`config.mk`:
```
export PLATFORM = sky130hd
export DESIGN_NAME = iter_alu_flat
export DESIGN_NICKNAME = d
export VERILOG_FILES = /design/src/rtl/iter_alu_pkg.sv /design/src/rtl/iter_alu_if.sv /design/src/rtl/iter_alu_base.sv /design/src/rtl/iter_alu.sv /design/src/flat_wrapper.sv
export SDC_FILE = /design/constraint.sdc
export NUM_CORES = 2
export LEC_CHECK = 0
export BUFFER_PORTS_ARGS = -buffer_cell sky130_fd_sc_hd__buf_2
export CORE_MARGIN = 2
export CORE_UTILIZATION = 30
export CTS_CLUSTER_SIZE = 8
export DETAILED_ROUTE_END_ITERATION = 7
export SKIP_CTS_REPAIR_TIMING = 1
export SYNTH_ARGS = -nofsm -noshare
export SYNTH_HDL_FRONTEND = slang
export SYNTH_SLANG_ARGS = --single-unit
```
`constraint.sdc`:
```
create_clock -name clk -period 14 [get_ports clk]
set_input_delay 2.1 -clock clk [delete_from_list [all_inputs] [get_ports clk]]
set_output_delay 2.1 -clock clk [all_outputs]
set_load 0.05 [all_outputs]
```
`src/rtl/iter_alu_pkg.sv`:
```
// Shared op codes, FSM states and op-class helpers for the iterative execute ALU.
package iter_alu_pkg;

  localparam int unsigned OP_W = 5;

  typedef enum logic [OP_W-1:0] {
    OP_ADD    = 5'd0,
    OP_SUB    = 5'd1,
    OP_SLL    = 5'd2,
    OP_SLT    = 5'd3,
    OP_SLTU   = 5'd4,
    OP_XOR    = 5'd5,
    OP_SRL    = 5'd6,
    OP_SRA    = 5'd7,
    OP_OR     = 5'd8,
    OP_AND    = 5'd9,
    OP_MUL    = 5'd16,
    OP_MULH   = 5'd17,
    OP_MULHSU = 5'd18,
    OP_MULHU  = 5'd19,
    OP_DIV    = 5'd20,
    OP_DIVU   = 5'd21,
    OP_REM    = 5'd22,
    OP_REMU   = 5'd23
  } op_e;

  typedef enum logic [1:0] {
    S_IDLE = 2'd0,
    S_MUL  = 2'd1,
    S_DIV  = 2'd2,
    S_DONE = 2'd3
  } state_e;

  // MUL* occupy codes 16..19, DIV/REM* occupy 20..23
  function automatic logic is_mul(input logic [OP_W-1:0] op);
    return op[4:2] == 3'b100;
  endfunction

  function automatic logic is_div(input logic [OP_W-1:0] op);
    return op[4:2] == 3'b101;
  endfunction

  function automatic logic is_rem(input logic [OP_W-1:0] op);
    return (op == OP_REM) || (op == OP_REMU);
  endfunction

  function automatic logic is_sdiv(input logic [OP_W-1:0] op);
    return (op == OP_DIV) || (op == OP_REM);
  endfunction

  // Operands treated as unsigned (zero-extended in word mode, never negated)
  function automatic logic is_a_unsigned(input logic [OP_W-1:0] op);
    return (op == OP_SRL) || (op == OP_SLTU) || (op == OP_MULHU) ||
           (op == OP_DIVU) || (op == OP_REMU);
  endfunction

  function automatic logic is_b_unsigned(input logic [OP_W-1:0] op);
    return is_a_unsigned(op) || (op == OP_MULHSU);
  endfunction

endpackage

```
`src/rtl/iter_alu_if.sv`:
```
// Execute-stage request/response handshake bundle for iter_alu.
interface iter_alu_if #(
  parameter int unsigned XLEN = 64
);
  import iter_alu_pkg::*;

  logic            in_valid;
  logic            in_ready;
  logic [OP_W-1:0] op;
  logic            word;
  logic [XLEN-1:0] a;
  logic [XLEN-1:0] b;
  logic            out_valid;
  logic            out_ready;
  logic [XLEN-1:0] res;
  logic            zero;

  modport master (
    output in_valid, op, word, a, b, out_ready,
    input  in_ready, out_valid, res, zero
  );

  modport slave (
    input  in_valid, op, word, a, b, out_ready,
    output in_ready, out_valid, res, zero
  );

endinterface

```
`src/rtl/iter_alu_base.sv`:
```
// Single-cycle base integer datapath; operands arrive already word-extended.
module iter_alu_base
  import iter_alu_pkg::*;
#(
  parameter int unsigned XLEN = 64
) (
  input  logic [OP_W-1:0] op_i,
  input  logic            word_i,
  input  logic [XLEN-1:0] a_i,
  input  logic [XLEN-1:0] b_i,
  output logic [XLEN-1:0] res_c_o
);

  localparam int unsigned SHW = $clog2(XLEN);

  logic [SHW-1:0] sh;

  always_comb begin
    sh      = word_i ? SHW'(b_i[4:0]) : b_i[SHW-1:0];
    res_c_o = '0;
    case (op_i)
      OP_ADD:  res_c_o = a_i + b_i;
      OP_SUB:  res_c_o = a_i - b_i;
      OP_SLL:  res_c_o = a_i << sh;
      OP_SLT:  res_c_o = XLEN'($signed(a_i) < $signed(b_i));
      OP_SLTU: res_c_o = XLEN'(a_i < b_i);
      OP_XOR:  res_c_o = a_i ^ b_i;
      OP_SRL:  res_c_o = a_i >> sh;
      OP_SRA:  res_c_o = XLEN'($signed(a_i) >>> sh);
      OP_OR:   res_c_o = a_i | b_i;
      OP_AND:  res_c_o = a_i & b_i;
      default: res_c_o = '0;
    endcase
  end

endmodule

```
`src/rtl/iter_alu.sv`:
```
// Multi-cycle execute ALU: base ops in one cycle, shift-add MUL and restoring DIV
// over XLEN iterations on operand magnitudes, with sign fix-up in the last step.
module iter_alu
  import iter_alu_pkg::*;
#(
  parameter int unsigned XLEN = 64
) (
  input  logic        clk,
  input  logic        rst,
  input  logic        flush,
  iter_alu_if.slave   bus
);

  localparam int unsigned SHW = $clog2(XLEN);
  localparam int unsigned WSH = XLEN - 32;
  localparam logic [XLEN-1:0] MIN_NEG = {1'b1, {(XLEN-1){1'b0}}};

  function automatic logic [XLEN-1:0] sext32(input logic [XLEN-1:0] v);
    logic [XLEN-1:0] t;
    t = v << WSH;
    return XLEN'($signed(t) >>> WSH);
  endfunction

  function automatic logic [XLEN-1:0] zext32(input logic [XLEN-1:0] v);
    logic [XLEN-1:0] t;
    t = v << WSH;
    return t >> WSH;
  endfunction

  state_e          state_q;
  logic [XLEN-1:0] res_q, hi_q, lo_q, dvs_q;
  logic            zero_q, wm_q, neg_q, neg_rem_q;
  logic [OP_W-1:0] op_q;
  logic [SHW-1:0]  cnt_q;

  logic            wm, a_uns, b_uns, sa, sb, div0, ovf, accept;
  logic            start_mul, start_div;
  logic [XLEN-1:0] a_ext, b_ext, a_mag, b_mag, base_res, quick, quick_fin;

  assign wm = (XLEN == 64) && bus.word;

  // Operand conditioning on accept: word extension, magnitudes, special divides
  always_comb begin
    a_uns = is_a_unsigned(bus.op);
    b_uns = is_b_unsigned(bus.op);
    a_ext = wm ? (a_uns ? zext32(bus.a) : sext32(bus.a)) : bus.a;
    b_ext = wm ? (b_uns ? zext32(bus.b) : sext32(bus.b)) : bus.b;
    sa    = !a_uns && a_ext[XLEN-1];
    sb    = !b_uns && b_ext[XLEN-1];
    a_mag = sa ? -a_ext : a_ext;
    b_mag = sb ? -b_ext : b_ext;
    div0  = (b_ext == '0);
    ovf   = is_sdiv(bus.op) &&
            (wm ? ((bus.a[31:0] == 32'h8000_0000) && (bus.b[31:0] == 32'hFFFF_FFFF))
                : ((bus.a == MIN_NEG) && (bus.b == '1)));
    start_mul = is_mul(bus.op);
    start_div = is_div(bus.op) && !div0 && !ovf;
    if (is_div(bus.op) && div0) begin
      quick = is_rem(bus.op) ? a_ext : '1;
    end else if (ovf) begin
      quick = is_rem(bus.op) ? '0 : a_ext;
    end else begin
      quick = base_res;
    end
    quick_fin = wm ? sext32(quick) : quick;
  end

  iter_alu_base #(.XLEN(XLEN)) u_base (
    .op_i    (bus.op),
    .word_i  (wm),
    .a_i     (a_ext),
    .b_i     (b_ext),
    .res_c_o (base_res)
  );

  logic [XLEN:0]     mul_sum, div_t;
  logic [XLEN-1:0]   mul_hi, mul_lo, div_hi, div_lo, div_diff, mul_res, div_res;
  logic [XLEN-1:0]   iter_res, iter_fin;
  logic [2*XLEN-1:0] prod, prod_f;
  logic              div_ge, last;

  // One iteration step of each engine, plus the final-cycle sign fix-up
  always_comb begin
    mul_sum  = {1'b0, hi_q} + (lo_q[0] ? {1'b0, dvs_q} : '0);
    mul_hi   = mul_sum[XLEN:1];
    mul_lo   = {mul_sum[0], lo_q[XLEN-1:1]};
    prod     = {mul_hi, mul_lo};
    prod_f   = neg_q ? -prod : prod;
    mul_res  = (op_q == OP_MUL) ? prod_f[XLEN-1:0] : prod_f[2*XLEN-1:XLEN];

    div_t    = {hi_q, lo_q[XLEN-1]};
    div_ge   = (div_t >= {1'b0, dvs_q});
    div_diff = div_t[XLEN-1:0] - dvs_q;
    div_hi   = div_ge ? div_diff : div_t[XLEN-1:0];
    div_lo   = {lo_q[XLEN-2:0], div_ge};
    div_res  = is_rem(op_q) ? (neg_rem_q ? -div_hi : div_hi)
                            : (neg_q ? -div_lo : div_lo);

    iter_res = (state_q == S_MUL) ? mul_res : div_res;
    iter_fin = wm_q ? sext32(iter_res) : iter_res;
    last     = (cnt_q == SHW'(XLEN - 1));
  end

  assign bus.in_ready  = (state_q == S_IDLE) || ((state_q == S_DONE) && bus.out_ready);
  assign bus.out_valid = (state_q == S_DONE);
  assign bus.res       = res_q;
  assign bus.zero      = zero_q;
  assign accept        = bus.in_valid && bus.in_ready;

  always_ff @(posedge clk) begin
    if (rst || flush) begin
      state_q <= S_IDLE;
      res_q   <= '0;
      zero_q  <= 1'b1;
    end else begin
      case (state_q)
        S_MUL, S_DIV: begin
          hi_q  <= (state_q == S_MUL) ? mul_hi : div_hi;
          lo_q  <= (state_q == S_MUL) ? mul_lo : div_lo;
          cnt_q <= cnt_q + SHW'(1);
          if (last) begin
            res_q   <= iter_fin;
            zero_q  <= (iter_fin == '0);
            state_q <= S_DONE;
          end
        end
        S_DONE: if (bus.out_ready) state_q <= S_IDLE;
        default: ;
      endcase

      // An accept in DONE retires the held result and overrides the return to IDLE
      if (accept) begin
        op_q  <= bus.op;
        wm_q  <= wm;
        cnt_q <= '0;
        if (start_mul) begin
          hi_q    <= '0;
          lo_q    <= b_mag;
          dvs_q   <= a_mag;
          neg_q   <= sa ^ sb;
          state_q <= S_MUL;
        end else if (start_div) begin
          hi_q      <= '0;
          lo_q      <= a_mag;
          dvs_q     <= b_mag;
          neg_q     <= sa ^ sb;
          neg_rem_q <= sa;
          state_q   <= S_DIV;
        end else begin
          res_q   <= quick_fin;
          zero_q  <= (quick_fin == '0);
          state_q <= S_DONE;
        end
      end
    end
  end

endmodule

```
`src/flat_wrapper.sv`:
```
// flat-port wrapper written by rule: the top's interface ports become plain ports
module iter_alu_flat import iter_alu_pkg::*;
#(
  parameter int unsigned XLEN = 64
)
  (clk, rst, flush, bus_in_valid, bus_op, bus_word, bus_a, bus_b, bus_out_ready, bus_in_ready, bus_out_valid, bus_res, bus_zero);
  iter_alu_if #(.XLEN(XLEN)) bus_i ();
  input  logic clk;
  input  logic rst;
  input  logic flush;
  input wire logic [$bits(bus_i.in_valid)-1:0] bus_in_valid;
  input wire logic [$bits(bus_i.op)-1:0] bus_op;
  input wire logic [$bits(bus_i.word)-1:0] bus_word;
  input wire logic [$bits(bus_i.a)-1:0] bus_a;
  input wire logic [$bits(bus_i.b)-1:0] bus_b;
  input wire logic [$bits(bus_i.out_ready)-1:0] bus_out_ready;
  output wire logic [$bits(bus_i.in_ready)-1:0] bus_in_ready;
  output wire logic [$bits(bus_i.out_valid)-1:0] bus_out_valid;
  output wire logic [$bits(bus_i.res)-1:0] bus_res;
  output wire logic [$bits(bus_i.zero)-1:0] bus_zero;
  assign bus_i.in_valid = bus_in_valid;
  assign bus_i.op = bus_op;
  assign bus_i.word = bus_word;
  assign bus_i.a = bus_a;
  assign bus_i.b = bus_b;
  assign bus_i.out_ready = bus_out_ready;
  assign bus_in_ready = bus_i.in_ready;
  assign bus_out_valid = bus_i.out_valid;
  assign bus_res = bus_i.res;
  assign bus_zero = bus_i.zero;
  iter_alu #(.XLEN(XLEN)) u_core (.clk(clk), .rst(rst), .flush(flush), .bus(bus_i));
endmodule
```
# After elaboration in Yosys (flattened, before gate mapping)
# Cells that the tools add are included.
# classes
n_addsub	10
mul	0
div	0
n_lt_le_gt_ge	3
eq_ne	30
shifts	3
muxes	54
bitwise_logic	6
n_reduce_logical	38
# ops
operator	n
64-bit two-way mux	36
64-bit case mux with 10 select lines	1
64-bit negation	4
64-bit zero test	3
64-bit == test, second input constant	2
64-bit less-than comparator	2
128-bit two-way mux	1
128-bit negation	1
64-bit subtractor	2
64-bit by 65-bit adder with 65-bit output	1
65-bit by 64-bit greater-or-equal comparator with 1-bit output	1
64-bit adder	1
64-bit bitwise AND	1
32-bit == test, second input constant	2
64-bit OR	1
64-bit by 6-bit << shifter with 64-bit output	1
64-bit by 6-bit right shift with 64-bit output	1
64-bit by 6-bit >>> shifter with 64-bit output	1
64-bit XOR	1
5-bit == test, second input constant	9
5-bit by 3-bit == test with 1-bit output, second input constant	4
6-bit two-way mux	2
5-bit by 2-bit == test with 1-bit output, second input constant	2
5-bit by 4-bit == test with 1-bit output, second input constant	2
other kinds (24)	62
# totals
regBits	273
latch_bits	0
ram_bits	0
mem_bits_ro	0
in_bits	139
output_inout_bits	67
word_cells	155
mem_count	0

# Longest topological paths before layout
# logic_depth
word_depth	18
ltp_mapped	33
ltp_nobuf	25

# Modules after synthesis
# Synthesis repeated with hierarchy kept, for this count alone.
# unflattened
hier_cells	8585
area_unflattened_um2	58448.6
# modules_own_cells
module	instances	cells_each	area_each_um2	seq_area_each_um2
iter_alu	1	5730	39788.2	7527.2
iter_alu_base	1	2855	18660.4	0.0

# Worst setup path before layout
# No wires, ideal clock.
# synth_path
kind	in2reg
start	input bus_word
end	register u_core.zero_q, in the netlist u_core.bus.zero
setup_time_ns	0.134
arrival_time_ns	8.886
required_time_ns	13.866
path_slack_ns	4.979
path_stages	30
n_path_buf	12
cell_sequence	clkbuf_1 clkbuf_1 clkbuf_1 clkbuf_1 clkbuf_1 clkbuf_1 clkbuf_1 clkbuf_1 clkbuf_1 clkbuf_1 clkbuf_1 nor2b_1 or2_2 ha_1 clkbuf_1 a21oi_1 nor2_1 nor2_1 nor2_1 a2111oi_0 o31a_1 o31a_1 o21bai_1 a31o_2 a21oi_1 xnor2_1 a221oi_1 nor3_1 nor4_1 or4_1
# synth_between
elab_chain_cells	11
word_cells_on_any_way	31
cone_classes	add/sub (2); order compare (2); shift (3); mux (13); bitwise (3); reduce/logical (8)
# synth_rtl
item	line	text
start, declared	flat_wrapper.sv:13	input wire logic [$bits(bus_i.word)-1:0] bus_word;
branches (longest 8 deep; another with 64-bit subtractor)	--	
1-bit two-way mux (*)	iter_alu.sv:142	end else if (start_div) begin
1-bit two-way mux (*)	iter_alu.sv:136	if (start_mul) begin
1-bit two-way mux (*)	iter_alu.sv:132	if (accept) begin
end signal, assigned	iter_alu.sv:123	zero_q <= (iter_fin == '0);
end signal, assigned	iter_alu.sv:151	zero_q <= (quick_fin == '0);
end, declared	iter_alu.sv:32	logic zero_q, wm_q, neg_q, neg_rem_q;
# Mark *: on every way between the ends.
# A chain may end at the register's enable or synchronous reset.

# Worst setup path after layout
# layout_path
start	input bus_op[2]
end	register u_core.zero_q, in the netlist u_core.bus.zero
# layout_between
elab_chain_cells	17
word_cells_on_any_way	56
cone_classes	add/sub (2); order compare (2); eq/ne (17); shift (3); mux (13); bitwise (3); reduce/logical (16)
# layout_rtl
item	line	text
start, declared	flat_wrapper.sv:12	input wire logic [$bits(bus_i.op)-1:0] bus_op;
5-bit by 3-bit == test with 1-bit output	iter_alu_pkg.sv:53, iter_alu_base.sv:21	
1-bit logical OR (3 in a row)	iter_alu_pkg.sv:53	return (op == OP_SRL) || (op == OP_SLTU) || (op == OP_MULHU) ||
1-bit logical OR	iter_alu_pkg.sv:54	(op == OP_DIVU) || (op == OP_REMU);
1-bit logical OR	iter_alu_pkg.sv:58	return is_a_unsigned(op) || (op == OP_MULHSU);
64-bit two-way mux (2 in a row)	iter_alu.sv:47	b_ext = wm ? (b_uns ? zext32(bus.b) : sext32(bus.b)) : bus.b;
64-bit subtractor, or another cell as far along	iter_alu_base.sv:23	OP_SUB: res_c_o = a_i - b_i;
64-bit case mux with 10 select lines	iter_alu_base.sv:21	case (op_i)
64-bit two-way mux	iter_alu.sv:60	end else if (ovf) begin
64-bit two-way mux	iter_alu.sv:58	if (is_div(bus.op) && div0) begin
64-bit two-way mux	iter_alu.sv:65	quick_fin = wm ? sext32(quick) : quick;
64-bit zero test	iter_alu.sv:151	
1-bit two-way mux	iter_alu.sv:142	
1-bit two-way mux (*)	iter_alu.sv:136	
1-bit two-way mux (*)	iter_alu.sv:132	
# Mark *: on every way between the ends. The rest lies on a longest branch, timed or not.

==> reports/results.tsv <==
metric	value	unit
Die Width	451.1	um
Setup-failing EPs final	0	
top_reg_cell synth	edfxtp_1	
first drt pass iteration count	8	
routed vias/inst	6.731	
Data required, critical path	14.53	ns
FILL cells	21804	
Slew headroom	5.759	%
hold path depth	2	
max-cap violation count	0	
CTS Root Cell	clkbuf_16	
Seq/Total Area, Yosys	12.55	%
I/O pins	206	
CTS tree	done	
via count	75417	
post-synthesis average cell area	6.852	um2
post-synth cell types	111	
H-tree levels	2	
initial DRC count	10664	
Clock Skews	0.04501	ns
yosys warns	0	
drt wl/cell	38.25	um
CTS Buf Count	41	
total clock sinks	273	
actual slew at the worst max-slew pin	1.378	ns
worst r2r src	u_core.hi_q[3]	
clk_lat worst skew	0.62	ns
IO Port Bufs	205	
maximum vdd drop	0.09551	mV
Hold Fails Final Rpt	0	
final instance area	0.06479	mm2
nature of the critical path endpoint	register	
DP Area	0.06359	mm2
Post-synth EDFFs	206	
post-detail-place hpwl	345.2	mm
Critical Path Fanout Max	34	
initial antenna violation count	29	
fin crit period	10.10	ns
vias in the first global route	70369	
Clock transition at path regs	0.06	ns
total core area	0.1992	mm2
Syn Std Cell Area	0.05996	mm2
Die Ht	451.1	um
share of synthesized registers carrying an async set or reset	0	%
reg-to-reg slack, setup	4.04	ns
Leak	24.20	nW
Max Root-Sink Buffers	3	
overall power	5.135	mW
layout net count	8981	
largest net degree at the start of global routing	130	
RSZ-0062 raised after global routing	no	
GR Overflow Total	0	
final setup TNS	0	ns
period utilization	72.13	%
first-pass GRT wire length	582.1	mm
routed wire length	428.6	mm
commonest non-fill, non-tap cell in the layout	nand2_1	
syn nets	9224	
Pwr per Cell Area	79.26	mW/mm2
outcome	complete, no violations	
Hold Crit Class	reg2reg	
post-synthesis cell count	8750	
die area	0.2034	mm2
Tot GR Track Use	40.07	%
Pins Over Slew Limit	0	
proportion of layout cells with a drive suffix above 1	9.400	%
Initial Util	30.09	%
most frequent cells in the layout	943 x nand2_1, 930 x nor2_1, 738 x a21oi_1	
Post-DRT Antenna Nets	0	
Hold EP	u_core.bus.res[27]	
synthesized flop and latch total	273	
number of cell rows	164	
CP arrival	10.63	ns
Fmax	0.09903	GHz
Syn-to-layout area delta	8.066	%
min-delay src	u_core.bus.res[27]	
reg2reg end	u_core.bus.zero	
WS Path Type	in2reg	
final routed DRC violation total	0	
Routability Congestion	1.065	
Critical Path Start Type	input pin	
cell depth of the worst flop-to-flop path	24	
[worst max-delay path by stage]
stage	start	endpoint	cells past startpoint
after floorplan	bus_word	u_core.bus.zero	30
after CTS	bus_op[2]	u_core.bus.zero	21
final	bus_op[2]	u_core.bus.zero	21
after global placement	bus_op[2]	u_core.bus.zero	21
after detailed placement	bus_op[2]	u_core.bus.zero	21
after global routing	bus_op[2]	u_core.bus.zero	21
[per-layer routing]
layer	up-vias	global-route usage (%)	routed length, um
met2	4808	64.47	192200
met5	-	0	76
li1	32238	-	-
met1	37241	48.84	164600
met4	10	28.25	36570
met3	1120	6.095	35220
[registers in the layout, summed over array words and instances (netlist names)]
register          cells
u_core.neg_q          1
u_core.wm_q           1
u_core.state_q        2
u_core.dvs_q         64
u_core.neg_rem_q      1
u_core.hi_q          64
u_core.bus.zero       1
u_core.lo_q          64
u_core.cnt_q          6
u_core.op_q           5
u_core.bus.res       64
[cell families (layout without fill, tap and decap cells)]
logic type      after synthesis  in the layout  synth area share, %
buf+inv                    1092            874                6.972
other cells                   0             17                    0
xor+xnor                    461            461                6.734
simple gates               3120           3120                24.68
compound gates             3028           3028                32.71
fa+ha+maj                   335            335                7.041
mux                         441            441                9.307
flops                       273            273                12.55
[through the flow]
step | hold slack, ns | util (%) | setup slack, ns | instances
finish | 0.5017 | 32.52 | 3.902 | 11205
global route | 0.5308 | 32.50 | 3.949 | 11192
CTS | 0.4977 | 32.50 | 4.381 | 11188
detailed placement | 0.4810 | 31.91 | 3.780 | 11120
global placement | 0.4786 | 31.91 | 3.551 | 11118
floorplan | 0.4871 | - | 4.979 | 8750
[report_power, final]
group / internal (mW) / switching (mW) / total, mW
clock: 0.552 / 0.442 / 0.994
combinational: 0.885 / 2.22 / 3.11
sequential: 0.945 / 0.0895 / 1.03
[critical path: stages]
cell and delay (ns):
buf_2 0.16, buf_4 0.40, or3b_1 0.50, a21o_1 0.23, buf_4 0.21, nand2_2 0.75, buf_4 0.43, a21oi_1 0.15
o32a_1 0.52, a21oi_1 0.35, o221ai_1 0.23, o22ai_1 0.85, o21ai_0 0.37, or4_1 0.58, nor3_1 0.81, nand4_1 0.14
or4_1 0.67, nor3b_1 0.29, nand3_1 0.12, nor4_1 0.49, or4_1 0.19
[Yosys cell counts (all sizes together), types with 115 or more instances]
master    n  area share, %
nand2   946            5.9
nor2    943            5.9
o21ai   746            6.2
a21oi   741            6.2
clkbuf  576            3.6
inv     352            2.2
ha      331            6.9
xnor2   326            4.8
mux2i   301            5.0
nor3    208            1.8
edfxtp  206             10
a211oi  172            2.2
nand4   169            1.8
nand3   165            1.4
buf     160            1.1
o211ai  143            1.8
xor2    135            2.0
a21o    133            1.7
o22ai   120            1.3
nor4    116            1.3
a31oi   115            1.2
[area by class of cell]
cell class	instances	area [um2]	area share [%]
sequential	273	7527	11.62
tap	2656	3323	5.129
antenna	17	42.54	0.06566
timing repair buffer	450	2928	4.519
clock buffer	64	1134	1.750
clock inverter	4	30.03	0.04635
multi-input combinational	7385	48470	74.80
inverter	356	1343	2.072
No activity file was read; power rests on OpenSTA's default activity.
